## src/rtl/lc3_fetch_unit.sv

```systemverilog
// LC-3 fetch stage: owns the PC, issues instruction reads with a ready
// handshake, and resolves BR, JMP/RET and JSR/JSRR redirects with an R7 link.
module lc3_fetch_unit #(
  parameter int ADDR_W = 16,
  parameter logic [ADDR_W-1:0] RESET_PC = {ADDR_W{1'b0}},
  parameter int OFF_W = 11
) (
  input  logic              clk,
  input  logic              rst,
  input  logic              fetch_start,
  input  logic              mem_ready,
  input  logic              pc_update,
  input  logic [3:0]        opCode_in,
  input  logic [OFF_W-1:0]  offset_in,
  input  logic              jsr_imm,
  input  logic [ADDR_W-1:0] reg_in,
  input  logic [2:0]        br_nzp,
  input  logic [2:0]        result_nzp,
  output logic [ADDR_W-1:0] addr_out,
  output logic              rd_en,
  output logic              wea_out,
  output logic [ADDR_W-1:0] pc,
  output logic              ir_valid,
  output logic              taken,
  output logic [ADDR_W-1:0] link_out,
  output logic              link_we,
  output logic              busy
);

  typedef enum logic [1:0] {
    ST_IDLE  = 2'd0,
    ST_FETCH = 2'd1,
    ST_EXEC  = 2'd2
  } state_t;

  localparam logic [ADDR_W-1:0] PC_ONE = {{(ADDR_W-1){1'b0}}, 1'b1};

  state_t            r_state;
  logic [ADDR_W-1:0] r_pc;
  logic [ADDR_W-1:0] r_addr;
  logic [ADDR_W-1:0] r_link;
  logic              r_rd_en;
  logic              r_ir_valid;
  logic              r_taken;
  logic              r_link_we;
  logic              r_busy;

  logic [ADDR_W-1:0] w_next_pc;
  logic              w_taken;
  logic              w_link;
  logic              w_br_hit;
  logic              w_unused_ok;

  // Sign-extend the 9-bit BR offset to the PC width.
  function automatic logic [ADDR_W-1:0] f_sext9(input logic [8:0] v);
    f_sext9 = {{(ADDR_W-9){v[8]}}, v};
  endfunction

  // Sign-extend the 11-bit JSR offset to the PC width.
  function automatic logic [ADDR_W-1:0] f_sext11(input logic [10:0] v);
    f_sext11 = {{(ADDR_W-11){v[10]}}, v};
  endfunction

  // Offset bits above bit 10 exist only for wider instruction formats.
  assign w_unused_ok = &{1'b0, offset_in};

  // Decode the executed instruction into the resolved PC and redirect flags.
  always_comb begin
    w_next_pc = r_pc;
    w_taken   = 1'b0;
    w_link    = 1'b0;
    w_br_hit  = (br_nzp & result_nzp) != 3'b000;
    case (opCode_in)
      4'b0000: begin
        if (w_br_hit) begin
          w_next_pc = r_pc + f_sext9(offset_in[8:0]);
          w_taken   = 1'b1;
        end else begin
          w_next_pc = r_pc;
          w_taken   = 1'b0;
        end
      end
      4'b1100: begin
        w_next_pc = reg_in;
        w_taken   = 1'b1;
      end
      4'b0100: begin
        w_link  = 1'b1;
        w_taken = 1'b1;
        if (jsr_imm) begin
          w_next_pc = r_pc + f_sext11(offset_in[10:0]);
        end else begin
          w_next_pc = reg_in;
        end
      end
      default: begin
        w_next_pc = r_pc;
        w_taken   = 1'b0;
      end
    endcase
  end

  // Fetch FSM with registered outputs; pulses default low every cycle.
  always_ff @(posedge clk or posedge rst) begin
    if (rst) begin
      r_state    <= ST_IDLE;
      r_pc       <= RESET_PC;
      r_addr     <= RESET_PC;
      r_link     <= {ADDR_W{1'b0}};
      r_rd_en    <= 1'b0;
      r_ir_valid <= 1'b0;
      r_taken    <= 1'b0;
      r_link_we  <= 1'b0;
      r_busy     <= 1'b0;
    end else begin
      r_ir_valid <= 1'b0;
      r_taken    <= 1'b0;
      r_link_we  <= 1'b0;
      case (r_state)
        ST_IDLE: begin
          if (fetch_start) begin
            r_state <= ST_FETCH;
            r_addr  <= r_pc;
            r_rd_en <= 1'b1;
            r_busy  <= 1'b1;
          end
        end
        ST_FETCH: begin
          if (mem_ready) begin
            r_state    <= ST_EXEC;
            r_pc       <= r_pc + PC_ONE;
            r_ir_valid <= 1'b1;
            r_rd_en    <= 1'b0;
          end
        end
        ST_EXEC: begin
          if (pc_update) begin
            r_pc      <= w_next_pc;
            r_taken   <= w_taken;
            r_link_we <= w_link;
            if (w_link) begin
              r_link <= r_pc;
            end
            if (fetch_start) begin
              r_state <= ST_FETCH;
              r_addr  <= w_next_pc;
              r_rd_en <= 1'b1;
            end else begin
              r_state <= ST_IDLE;
              r_busy  <= 1'b0;
            end
          end
        end
        default: begin
          r_state <= ST_IDLE;
          r_rd_en <= 1'b0;
          r_busy  <= 1'b0;
        end
      endcase
    end
  end

  assign addr_out = r_addr;
  assign rd_en    = r_rd_en;
  assign wea_out  = 1'b0;
  assign pc       = r_pc;
  assign ir_valid = r_ir_valid;
  assign taken    = r_taken;
  assign link_out = r_link;
  assign link_we  = r_link_we;
  assign busy     = r_busy;

endmodule

```

## config.mk

```make
export PLATFORM = sky130hd
export DESIGN_NAME = lc3_fetch_unit
export DESIGN_NICKNAME = d
export VERILOG_FILES = /design/src/rtl/lc3_fetch_unit.sv
export SDC_FILE = /design/constraint.sdc
export NUM_CORES = 1
export LEC_CHECK = 0
export CAP_MARGIN = 20
export CORE_MARGIN = 1
export CORE_UTILIZATION = 50
export CTS_CLUSTER_DIAMETER = 200
export CTS_CLUSTER_SIZE = 30
export DETAILED_ROUTE_END_ITERATION = 7
export PLACE_DENSITY = 0.82
export SYNTH_ARGS = -nofsm -noshare
export SYNTH_HDL_FRONTEND = slang
export SYNTH_SLANG_ARGS = --single-unit
```

## constraint.sdc

```tcl
create_clock -name clk -period 5.2 [get_ports clk]
set_input_delay 1.04 -clock clk [delete_from_list [all_inputs] [get_ports clk]]
set_output_delay 1.04 -clock clk [all_outputs]
set_load 0.05 [all_outputs]
```

# ---- Word level (Yosys, flattened, before mapping)
# Cells that the tools add are included.
dict set report word_totals {
  regBits 55
  out_inout_bits 54
  inputBits 43
  wordCells 67
}
dict set report classes {
  reduce_logical 12
  n_eq_ne 9
  mux 32
  bitwise_logic 2
  addsub 3
}
# cell n
set ops {}
lappend ops {{16-bit two-way mux} 7}
lappend ops {{16-bit case mux with 2 select lines} 2}
lappend ops {{16-bit case mux with 3 select lines} 1}
lappend ops {{16-bit adder} 2}
lappend ops {{16-bit by 1-bit adder with 16-bit output (second input constant)} 1}
lappend ops {{1-bit two-way mux} 15}
lappend ops {{2-bit inequality test (second input constant)} 5}
lappend ops {{3-bit AND reduction} 3}
lappend ops {{4-bit AND reduction} 2}
lappend ops {{2-bit two-way mux} 3}
lappend ops {{1-bit case mux with 3 select lines} 2}
lappend ops {{2-bit case mux with 3 select lines} 1}
lappend ops {{4-bit by 3-bit == test with 1-bit output (second input constant)} 1}
lappend ops {{4-bit == test (second input constant)} 1}
lappend ops {{4-bit zero test} 1}
lappend ops {{2-bit nonzero test} 2}
lappend ops {{3-bit AND} 1}
lappend ops {{3-bit nonzero test} 1}
lappend ops {{2-bit by 1-bit == test with 1-bit output (second input constant)} 1}
lappend ops {{2-bit == test (second input constant)} 1}
lappend ops {{2-bit zero test} 1}
lappend ops {{1-bit case mux with 2 select lines} 1}
lappend ops {{2-bit AND reduction} 1}
lappend ops {{2-bit OR reduction} 1}
lappend ops {{1-bit inverter} 1}

# ---- Longest topological paths before layout
dict set report depth {
  ltp_word 7
  mapped_depth 10
  ltp_nobuf 10
}

# ---- Worst setup path after synthesis
# Ideal clock, no wire load.
dict set report synth_timing {
  path_type {in2reg}
  from {in offset_in[0]}
  to {reg r_addr[14], in the netlist addr_out[14]}
  arrival_ps 2834
  n_path_buf 0
  required_time_ps 5070
  slack_ps 2237
  setup_ps 130
  stages 10
  path_cell_list {ha_1 > inv_1 > fa_1 > nand2b_1 > a21o_1 > a211oi_1 > o22ai_1 > xnor2_1 > a211oi_1 > o21ai_0}
}
dict set report synth_between {
  elab_chain_cells 6
  elab_cells_between_ends 8
  cone_classes {add/sub (2); mux (6)}
}
# item line_no
set synth_rtl {}
lappend synth_rtl {{from (decl)} 14} ;# input logic [OFF_W-1:0] offset_in,
lappend synth_rtl {{16-bit adder (on tied branches)} {91, 76}}
lappend synth_rtl {{16-bit two-way mux (on tied branches)} {90, 75}}
lappend synth_rtl {{16-bit case mux with 3 select lines *} 73} ;# case (opCode_in)
lappend synth_rtl {{16-bit two-way mux *} 144} ;# if (fetch_start) begin
lappend synth_rtl {{16-bit two-way mux *} 137} ;# if (pc_update) begin
lappend synth_rtl {{16-bit case mux with 2 select lines *} 119} ;# case (r_state)
lappend synth_rtl {{to (signal assigned)} 123} ;# r_addr <= r_pc;
lappend synth_rtl {{to (signal assigned)} 146} ;# r_addr <= w_next_pc;
lappend synth_rtl {{to (decl)} 40} ;# logic [ADDR_W-1:0] r_addr;
# Every way passes the cells marked *; elsewhere a longest branch is shown, timed or not. The select of a mux whose other input is x is not followed.
# A chain may end at the register's enable or synchronous reset.

# ---- Worst setup path in the final report
dict set report layout_timing {
  from {in offset_in[0]}
  to {reg r_addr[12], in the netlist addr_out[12]}
}
# Same word-level chain as after synthesis.

==> impl_metrics.py <==
metrics = {
    "timing": {
        "setup_viol": 0,
        "finalSetupTns_ns": 0,
        "worst_pin_slew_ns": 0.9790,
        "finalHoldWorstSlack_ns": 0.4841,
        "min_period_ns": 3.662,
        "finalHoldViolations": 0,
        "finClkSkew_ns": 0.01329,
        "rsz0062_at_grt": "false",
        "relSlewSlack_pct": 34.73,
        "maxSlewViolCount": 0,
        "fmax_mhz": 273.0,
        "fin_crit_sh_pct": 70.43,
    },
    "layout": {
        "drive_above_1_share_pct": 6.810,
        "nNetsFinal": 623,
        "antenna-diode-count": 0,
        "fillers": 641,
        "regArea_sq_um": 1376,
        "area_growth_pct": 26.55,
        "multiInputGateArea_sq_um": 2554,
    },
    "routing": {
        "viasPerCell": 6.394,
        "drc_errors": 0,
        "drtAntennaViolNets": 0,
        "drt_wl_total_um": 12850,
        "dr.pass1.iters": 5,
        "wl_per_cell_um": 19.46,
        "vias": 4220,
        "drt_first_iter_violations": 388,
    },
    "min_path": {
        "whs_path_depth": 2,
        "hold_path.class": "reg2reg",
    },
    "power": {
        "p_per_area_nw_per_um2": 617.4,
        "p_switching_mw": 1.733,
        "ir_drop_mv": 0.3740,
        "p_clk_share_pct": 7.8,
        "p_leak_nw": 2.124,
        "share_comb_of_total_power_pct": 65.6,
        "swShare_pct": 54.17,
        "intPower_mw": 1.467,
        "seq_power_share_pct": 26.7,
    },
    "synth": {
        "synth_area_sq_um": 4095,
        "synth_edf_count": 0,
        "ys.flop_type": "dfrtp_1",
        "synth_nets": 541,
        "avgSynthCellArea_sq_um": 8.621,
        "postSynthCellCount": 475,
        "synth.yosys.warnings": 0,
        "synth.distinct_cells": 66,
        "synth_seq_cells": 55,
        "synth.yosys.seq_area_share_pct": 33.61,
        "async_flop_share_pct": 100.0,
    },
    "clock_tree": {
        "cts_buffers": 5,
        "cts_resized": 0,
        "ctsHoldBuffers": 0,
        "postCtsSetupBuffers": 0,
        "cts_tree": "built",
        "clock_sink_count": 55,
        "clockRootBuffer": "clkbuf_8",
        "clk_latency_ns": 0.31,
        "cts.path.max_buffers": 2,
        "clkTransAtPathRegs_ns": 0.09,
        "htreeDepth": 2,
    },
    "worst_setup_path": {
        "path_class": "in2reg",
        "cp-start-kind": "input pin",
        "cp_common_cell": "o31ai_1",
        "slowest_delay_ns": 0.49,
        "path_cells": "clkdlybuf4s50_1 -> ha_1 -> inv_1 -> fa_1 -> nand2b_1 -> a21o_1 -> a211oi_1 -> nor3_1 -> o31ai_1 -> a21oi_1 -> o31ai_1",
        "critPathArrivalTime_ns": 3.88,
        "crit_fanout": 4,
        "cp_top_family": "compound AO/OA/AOI/OAI gates",
        "path_buf_inv": 2,
        "endpoint_kind": "register",
        "reg2regPathDepth": 10,
        "path_depth": 11,
        "worstPathRequired_ns": 5.42,
        "critPathSlowestCell": "a211oi_1",
    },
    "run_status": {
        "status": "finished clean",
    },
    "global_routing": {
        "busiest_layer": "met2",
        "overflow": 0,
        "grt_pass1_vias": 4069,
        "grt_start_max_net_pins": 56,
        "use_met3_pct": 4.598,
        "grt_usage_pct": 30.41,
        "antenna_found_initial": 0,
        "met2_usage_pct": 52.84,
        "grtUsageMet1_pct": 39.26,
        "grt_pass1_wl_um": 20510,
    },
    "floorplanning": {
        "io_pins": 97,
        "die_x_um": 92.50,
        "core-area_sq_um": 7807,
        "die_h_um": 92.50,
        "placementRows": 32,
        "start_util_pct": 52.45,
        "die_area_sq_um": 8556,
    },
    "flow_run": {
        "drv_cap": 0,
    },
    "placement": {
        "routabilityCongestion": 0.9407,
        "portBuffers": 95,
        "hpwl_um": 9527,
    },
}
==> worst reg2reg max path, cell delays in order, from the launching register on <==
cell and delay, ns:
dfrtp_1 0.57, ha_1 0.27, inv_1 0.06, fa_1 0.40
nand2b_1 0.18, a21o_1 0.24, a211oi_1 0.49, nor3_1 0.12
o31ai_1 0.32, a21oi_1 0.13, o31ai_1 0.23
==> per-stage QoR <==
step           util, %  total power [mW]  cells  setup WS [ns]  area (sq um)
5_1_grt          66.38             3.383    660          1.424          5182
6_report         66.38             3.200    660          1.538          5182
2_1_floorplan        -             2.260    475          2.237          4095
3_5_place_dp     65.16             2.927    652          1.311          5087
3_3_place_gp     65.16             2.899    652          1.317          5087
4_1_cts          66.38             3.178    660          1.615          5182
==> layer usage <==
metal	share of wire, %	vias up
met5	0	-
met4	1.9	0
met3	7.2	22
met2	49	209
met1	42	2026
li1	-	1963
==> layout by cell type (no fill, tap or decap), drive strengths merged, types with 3 or more instances in the layout <==
cell / n
o221ai: 4
clkdlybuf4s50: 95
clkbuf: 7
nor4: 3
nand3: 12
nand3b: 3
a221oi: 5
inv: 11
mux2: 17
a21oi: 39
o211ai: 4
nand4: 6
ha: 22
nand2b: 9
o21ai: 41
a211o: 3
xor2: 4
a221o: 10
o31ai: 10
or3: 6
o22ai: 5
a31oi: 7
a211oi: 9
a21o: 10
buf: 5
nor2: 45
mux2i: 3
o21a: 9
xnor2: 8
nor2b: 4
nand2: 42
nor3: 14
dfrtp: 55
==> cells by family (layout without fill, tap and decap cells) <==
| logic type | count (synthesis) | count (layout) | share of synthesized area (%) |
|---|---|---|---|
| simple gates | 155 | 155 | 18.82 |
| fa+ha+maj | 23 | 23 | 7.210 |
| flops | 55 | 55 | 33.61 |
| xor+xnor | 12 | 12 | 2.566 |
| compound gates | 173 | 173 | 28.26 |
| mux | 20 | 20 | 5.408 |
| buf+inv | 36 | 119 | 4.033 |
| other cells | 1 | 1 | 0.09157 |
==> state kept, by name, summed over array words and instances (netlist names) <==
signal / flops
pc: 16
rd_en: 1
taken: 1
busy: 1
link_we: 1
r_state: 2
link_out: 16
ir_valid: 1
addr_out: 16
==> layout make-up <==
type,count,area share (%)
clock buffer,7,1.666
multi-input combinational,384,49.28
sequential,55,26.56
tap,102,2.463
clock inverter,1,0.1690
inverter,11,0.7967
timing repair buffer,100,19.07
==> cell usage after synthesis, drive strengths merged, types with 2 or more instances <==
cell type	count	area share, %
a21oi	39	4.9
a21o	10	1.8
o211ai	4	0.86
nor3b	2	0.37
nor2	45	4.4
o31ai	10	1.8
nor4	3	0.82
xor2	4	0.86
nand2	42	3.8
o22ai	5	0.76
inv	11	1.0
o22a	2	0.43
clkbuf	13	1.2
nand3	12	1.5
nor2b	4	0.61
mux2	17	4.7
a211oi	9	1.6
or3	6	0.92
ha	22	6.7
nand2b	9	1.4
o21ai	41	5.0
o221ai	4	0.86
nand3b	3	0.55
xnor2	8	1.7
a221oi	5	1.1
and4	2	0.43
o21a	9	1.6
mux2i	3	0.73
buf	12	1.8
dfrtp	55	34
nor3	14	1.8
and3	2	0.31
a32oi	2	0.43
a211o	3	0.64
nand4	6	0.92
and3b	2	0.43
a221o	10	2.4
a31oi	7	1.1
==> power by group through the flow <==
stage          clock [mW]  sequential (mW)  combinational, mW
2_1_floorplan           0             1.29              0.973
3_3_place_gp            0            0.849               2.05
3_5_place_dp            0            0.852               2.07
4_1_cts             0.247            0.845               2.09
5_1_grt             0.261            0.879               2.24
6_report            0.248            0.853               2.10
==> final timing paths <==
| check | start | end | slack, ns |
|---|---|---|---|
| setup / recovery | offset_in[0] | addr_out[12] | 1.54 |
| hold / removal | addr_out[8] | addr_out[8] | 0.48 |
| setup reg to reg | pc[0] | addr_out[12] | 2.09 |
| hold reg to reg | addr_out[8] | addr_out[8] | 0.48 |
| max in group asynchronous | rst | addr_out[3] | 3.51 |
| min in group asynchronous | rst | busy | 1.24 |
Power figures use the tool's default switching activity.
==> edit 1, RTL diff (same settings) <==
Remove the case item `4'b0000` of the case on `opCode_in`.
--- a/src/rtl/lc3_fetch_unit.sv
+++ b/src/rtl/lc3_fetch_unit.sv
@@ -72,13 +72,4 @@
     w_br_hit  = (br_nzp & result_nzp) != 3'b000;
     case (opCode_in)
-      4'b0000: begin
-        if (w_br_hit) begin
-          w_next_pc = r_pc + f_sext9(offset_in[8:0]);
-          w_taken   = 1'b1;
-        end else begin
-          w_next_pc = r_pc;
-          w_taken   = 1'b0;
-        end
-      end
       4'b1100: begin
         w_next_pc = reg_in;
Function: changed (Yosys sat finds a counterexample within 4 cycles, from zero or initial values and one cycle with rst high).
==> edit 1 against the unedited design <==
- area after synthesis fell by 11%
- clock power up 35%
- synthesized cell count decreased by 7.8%
- sequential cell count unchanged
- non-clock buffer count is 7 lower
- largest power group unchanged
- first-iteration DRC count fell by 34%
- power fell by 5.8%
- wire length fell by 20%
- worst setup slack improved by 0.28 ns
- die area down 11%
- final area down 8.8%
- critical path depth down 1
- global-route usage is 2.3 points lower
- via count down 13%
==> edit 1: results (changes against the unedited design) <==
Finish
  • Share of layout cells above drive strength 1: 6.81% (about the same)
  • N_diodes: 0 (unchanged)
  • Nets: 573 (-8.0%)

Global routing
  • Met2 Usage GRT: 47.5% (-5.3 points)
  • Initial antenna violation count: 0 (unchanged)
  • Met3 usage: 3.79% (-0.81 points)
  • First-pass GRT wire length: 16700 um (-19%)
  • Vias in the first global route: 3573 (-12%)
  • M1 GR Usage: 35.5% (-3.8 points)
  • GRT Util Overall: 28.1% (-2.3 points)

Clocking
  • H-Tree Level Count: 2 (unchanged)
  • Worst-skew pair later-pin latency: around 0.32 ns

Power and ir drop
  • Pleak: 2.00 nW (-5.8%)
  • Comb. pwr: 1.86 mW (-11%)
  • Max VDD drop: 388 uV (+3.7%)
  • Clock group: 336 uW (+35%)
  • P_int: 1.45 mW (-1.3%)
  • Seq pwr: 814 uW (-4.6%)

Synth
  • Area contributors post-synth: dfrtp_1 (38%), a21oi_1 (6.3%), nand2_1 (6.2%)
  • Register area share after synthesis: 37.7% (+4.1 points)
  • Most instantiated cells after synthesis: nand2_1 (60), dfrtp_1 (55), a21oi_1 (46), o21ai_0 (42), nor2_1 (33)
  • Distinct cells, synth: 58 (-12%)
  • Synthesized Nets: 498 (-7.9%)

Place
  • Hpwl dp: 7500 um (-21%)
  • Routability Congestion: 0.881 (-6.4%)
  • PortBufs: 89 (-6.3%)
  • DP Worst Slack: 1.53 ns (+0.219 ns)

Status
  • Outcome: complete, no violations

Setup path
  • CP delay by family, top: compound AO/OA/AOI/OAI gates
  • CP max stage cell: fa_1
  • FF-to-FF End: pc[12]$_DFFE_PP0P_
  • Worst Reg2Reg Path Length in Cells: 9 (-1)
  • Largest stage delay on the critical path: 0.43 ns (-0.06 ns)
  • R2r setup slk: 2.43 ns (+0.34 ns)
  • Crit-path max FO: 3 (-1)
  • Arr. time, crit path: 3.56 ns (-0.32 ns)

Min path
  • Worst hold stages: 2 (unchanged)
  • HP Class: reg2reg

Route
  • Vias after detailed routing: 3684 (-13%)
  • WL/cell: 16.9 um (-13%)
  • Drt initial violations: 255 (-34%)

STA
  • Slew headroom: 44.8% (+10 points)
  • Worst Skew: 0.0112 ns (-0.00205 ns)
  • Final WS setup: 1.81 ns (+0.275 ns)
  • WHS: 0.492 ns (+0.00774 ns)
## edit 1: through the flow
step	cells	cell area, um^2
after global placement	602	4590
after global routing	610	4730
after floorplan	438	3650
after CTS	610	4730
final	610	4730
after detailed placement	602	4590
## edit 1: kinds of logic (layout without fill, tap and decap cells)
kind of cell             count (synthesis)  in the layout  share of synthesized area (%)
AND/OR/NAND/NOR                        157            157                           19.8
adder cells (fa/ha/maj)                 17             17                           6.03
flip-flops                              55             55                           37.7
buffers and inverters                   36            112                           3.97
AO/OA/AOI/OAI                          143            143                           24.3
other                                    1              1                          0.103
multiplexers                            18             18                           5.45
XOR/XNOR                                11             11                           2.64
## edit 1: layout make-up
class | instances | area (um^2)
clock buffer | 6 | 72.6
clock inverter | 2 | 60.1
fill | 592 | 2180
inverter | 11 | 41.3
multi-input combinational | 347 | 2130
sequential | 55 | 1380
tap | 96 | 120
timing repair buffer | 93 | 921
## edit 1: per-layer routing
layer / wire length (um) / up-vias / share of wire [%]
met5: 0 / - / 0
met4: 284 / 0 / 2.8
met3: 657 / 37 / 6.4
met2: 5080 / 187 / 49
met1: 4290 / 1729 / 42
li1: - / 1731 / -
## edit 1: worst min path at each step
stage	startpoint	end
floorplan	r_state[0]$_DFFE_PP0P_	r_state[0]$_DFFE_PP0P_
global placement	rd_en$_DFFE_PP0P_	rd_en$_DFFE_PP0P_
detailed placement	rd_en$_DFFE_PP0P_	rd_en$_DFFE_PP0P_
CTS	rd_en$_DFFE_PP0P_	rd_en$_DFFE_PP0P_
global route	rd_en$_DFFE_PP0P_	rd_en$_DFFE_PP0P_
finish	rd_en$_DFFE_PP0P_	rd_en$_DFFE_PP0P_
## edit 1: worst min-delay path, stage by stage, from the launching register on
cell and delay, ns:
dfrtp_1 0.36, nand2_1 0.05, nand2_1 0.06
==> edit 2, RTL diff (same flow settings) <==
Made on the original files. Reset style: synchronous (`rst`), changed in one clocked block.
--- a/src/rtl/lc3_fetch_unit.sv
+++ b/src/rtl/lc3_fetch_unit.sv
@@ -102,5 +102,5 @@
 
   // Fetch FSM with registered outputs; pulses default low every cycle.
-  always_ff @(posedge clk or posedge rst) begin
+  always_ff @(posedge clk) begin
     if (rst) begin
       r_state    <= ST_IDLE;
Function: differs if rst is asserted again (counterexample within 4 cycles, from zero or initial values and one cycle with rst high); with rst held inactive, the same outputs for 4 cycles.
==> edit 2 against the unedited design <==
- non-clock buffer count is 1 lower
- final area is 4.2% lower
- area after synthesis is 5.5% lower
- sequential cell count stayed put
- worst setup slack worse by 0.19 ns
- wire length is 3.8% lower
- register-to-register slack worse by 0.19 ns
Power is left out: it rests on default switching activity, and per cell area and clock period it moved more than threefold.
==> edit 2: results (changes against the unedited design) <==
STA
  • Worst slew pin tran: 1.00 ns (+0.0222 ns)
  • WHS: 0.460 ns (-0.0237 ns)
  • Worst Skew: 0.00874 ns (-0.00455 ns)
  • Final WS setup: 1.35 ns (-0.186 ns)

Synth
  • Synth Area per Inst: 7.36 um^2 (-15%)
  • Most instantiated cells after synthesis: nand2_1 (75), a21oi_1 (57), nor2_1 (56), dfxtp_1 (55), o21ai_0 (38)
  • Main synth FF type: dfxtp_1
  • Synthesized Nets: 592 (+9.4%)
  • Register area share after synthesis: 28.4% (-5.2 points)
  • Async SR Flop Fraction: 0% (-100 points)
  • Area contributors post-synth: dfxtp_1 (28%), a21oi_1 (7.4%), nand2_1 (7.3%)

Finish
  • Non-Filler Instances: 702 (+6.4%)
  • Filler cells: 660 (+3.0%)
  • Share of layout cells above drive strength 1: 3.65% (-3.2 points)
  • Nets: 668 (+7.2%)

Place
  • Hpwl dp: 8940 um (-6.2%)
  • DP Worst Slack: 1.06 ns (-0.253 ns)
  • Routability Congestion: 0.844 (-10%)

Setup path
  • Crit-path max FO: 7 (+3)
  • Arr. time, crit path: 4.05 ns (+0.17 ns)

Route
  • Metal3 WL: 1020 um (+10%)
  • Vias after detailed routing: 4452 (+5.5%)
  • WL/cell: 17.6 um (-9.5%)
  • TritonRoute pass-1 iters: 6 (+1)
  • Met2 wire length: 5870 um (-7.2%)
  • DRT met1 WL: 5100 um (-4.5%)
  • Drt initial violations: 366 (-5.7%)

Global routing
  • First-pass GRT wire length: 20000 um (-2.6%)
  • Met2 Usage GRT: 51.3% (-1.5 points)
  • M1 GR Usage: 38.9% (-0.35 points)
  • Vias in the first global route: 4032 (-0.91%)
  • Met3 usage: 4.15% (-0.45 points)

Status
  • Outcome: complete, no violations
## edit 2: cell types whose count changed in the layout (fill, tap and decap cells not counted), moves of 5 or more
cell      change
dfrtp_1      -55
dfxtp_1      +55
nand2_1      +33
a21oi_1      +19
mux2_2       -17
nor2_1       +13
a221o_1       -9
o31ai_1       -9
and3_1        +8
a222oi_1      +7
inv_1         +5
nand2b_1      -5
o21a_1        -5
xnor2_1       +5
## edit 2: final timing paths
check	startpoint	end	depth (start not counted)
worst max-delay path	offset_in[0]	pc[14]$_SDFFE_PP0P_	11
worst min-delay path	link_out[14]$_SDFFE_PP0P_	link_out[14]$_SDFFE_PP0P_	2
worst max register to register	pc[0]$_SDFFE_PP0P_	pc[14]$_SDFFE_PP0P_	10
worst min register to register	link_out[14]$_SDFFE_PP0P_	link_out[14]$_SDFFE_PP0P_	2
## edit 2: critical path, cell delays in order
cell             delay [ns]
clkdlybuf4s50_1        0.47
ha_1                   0.20
inv_1                  0.07
fa_1                   0.40
nor2b_1                0.17
o31ai_1                0.14
a2bb2oi_1              0.60
a31oi_1                0.20
xnor2_1                0.16
a211o_1                0.33
o221a_2                0.27
## edit 2: area by class of cell
type	count	area (um^2)	area share, %
multi-input combinational	426	2590	52.2
inverter	15	56.3	1.13
clock inverter	3	43.8	0.882
timing repair buffer	99	980	19.7
clock buffer	5	68.8	1.39
tap	99	124	2.49
sequential	55	1100	22.2
## edit 2: logic make-up (layout without fill, tap and decap cells)
family / Yosys count / after routing / synth area share (%)
and+or+nand+nor: 197 / 197 / 23.3
buffers and inverters: 45 / 122 / 4.62
xor gates and xnor gates: 16 / 16 / 3.62
muxes: 2 / 2 / 0.517
adders and majority gates: 23 / 23 / 7.63
other: 1 / 1 / 0.0969
DFF: 55 / 55 / 28.4
AOI/OAI and AO/OA: 187 / 187 / 31.7
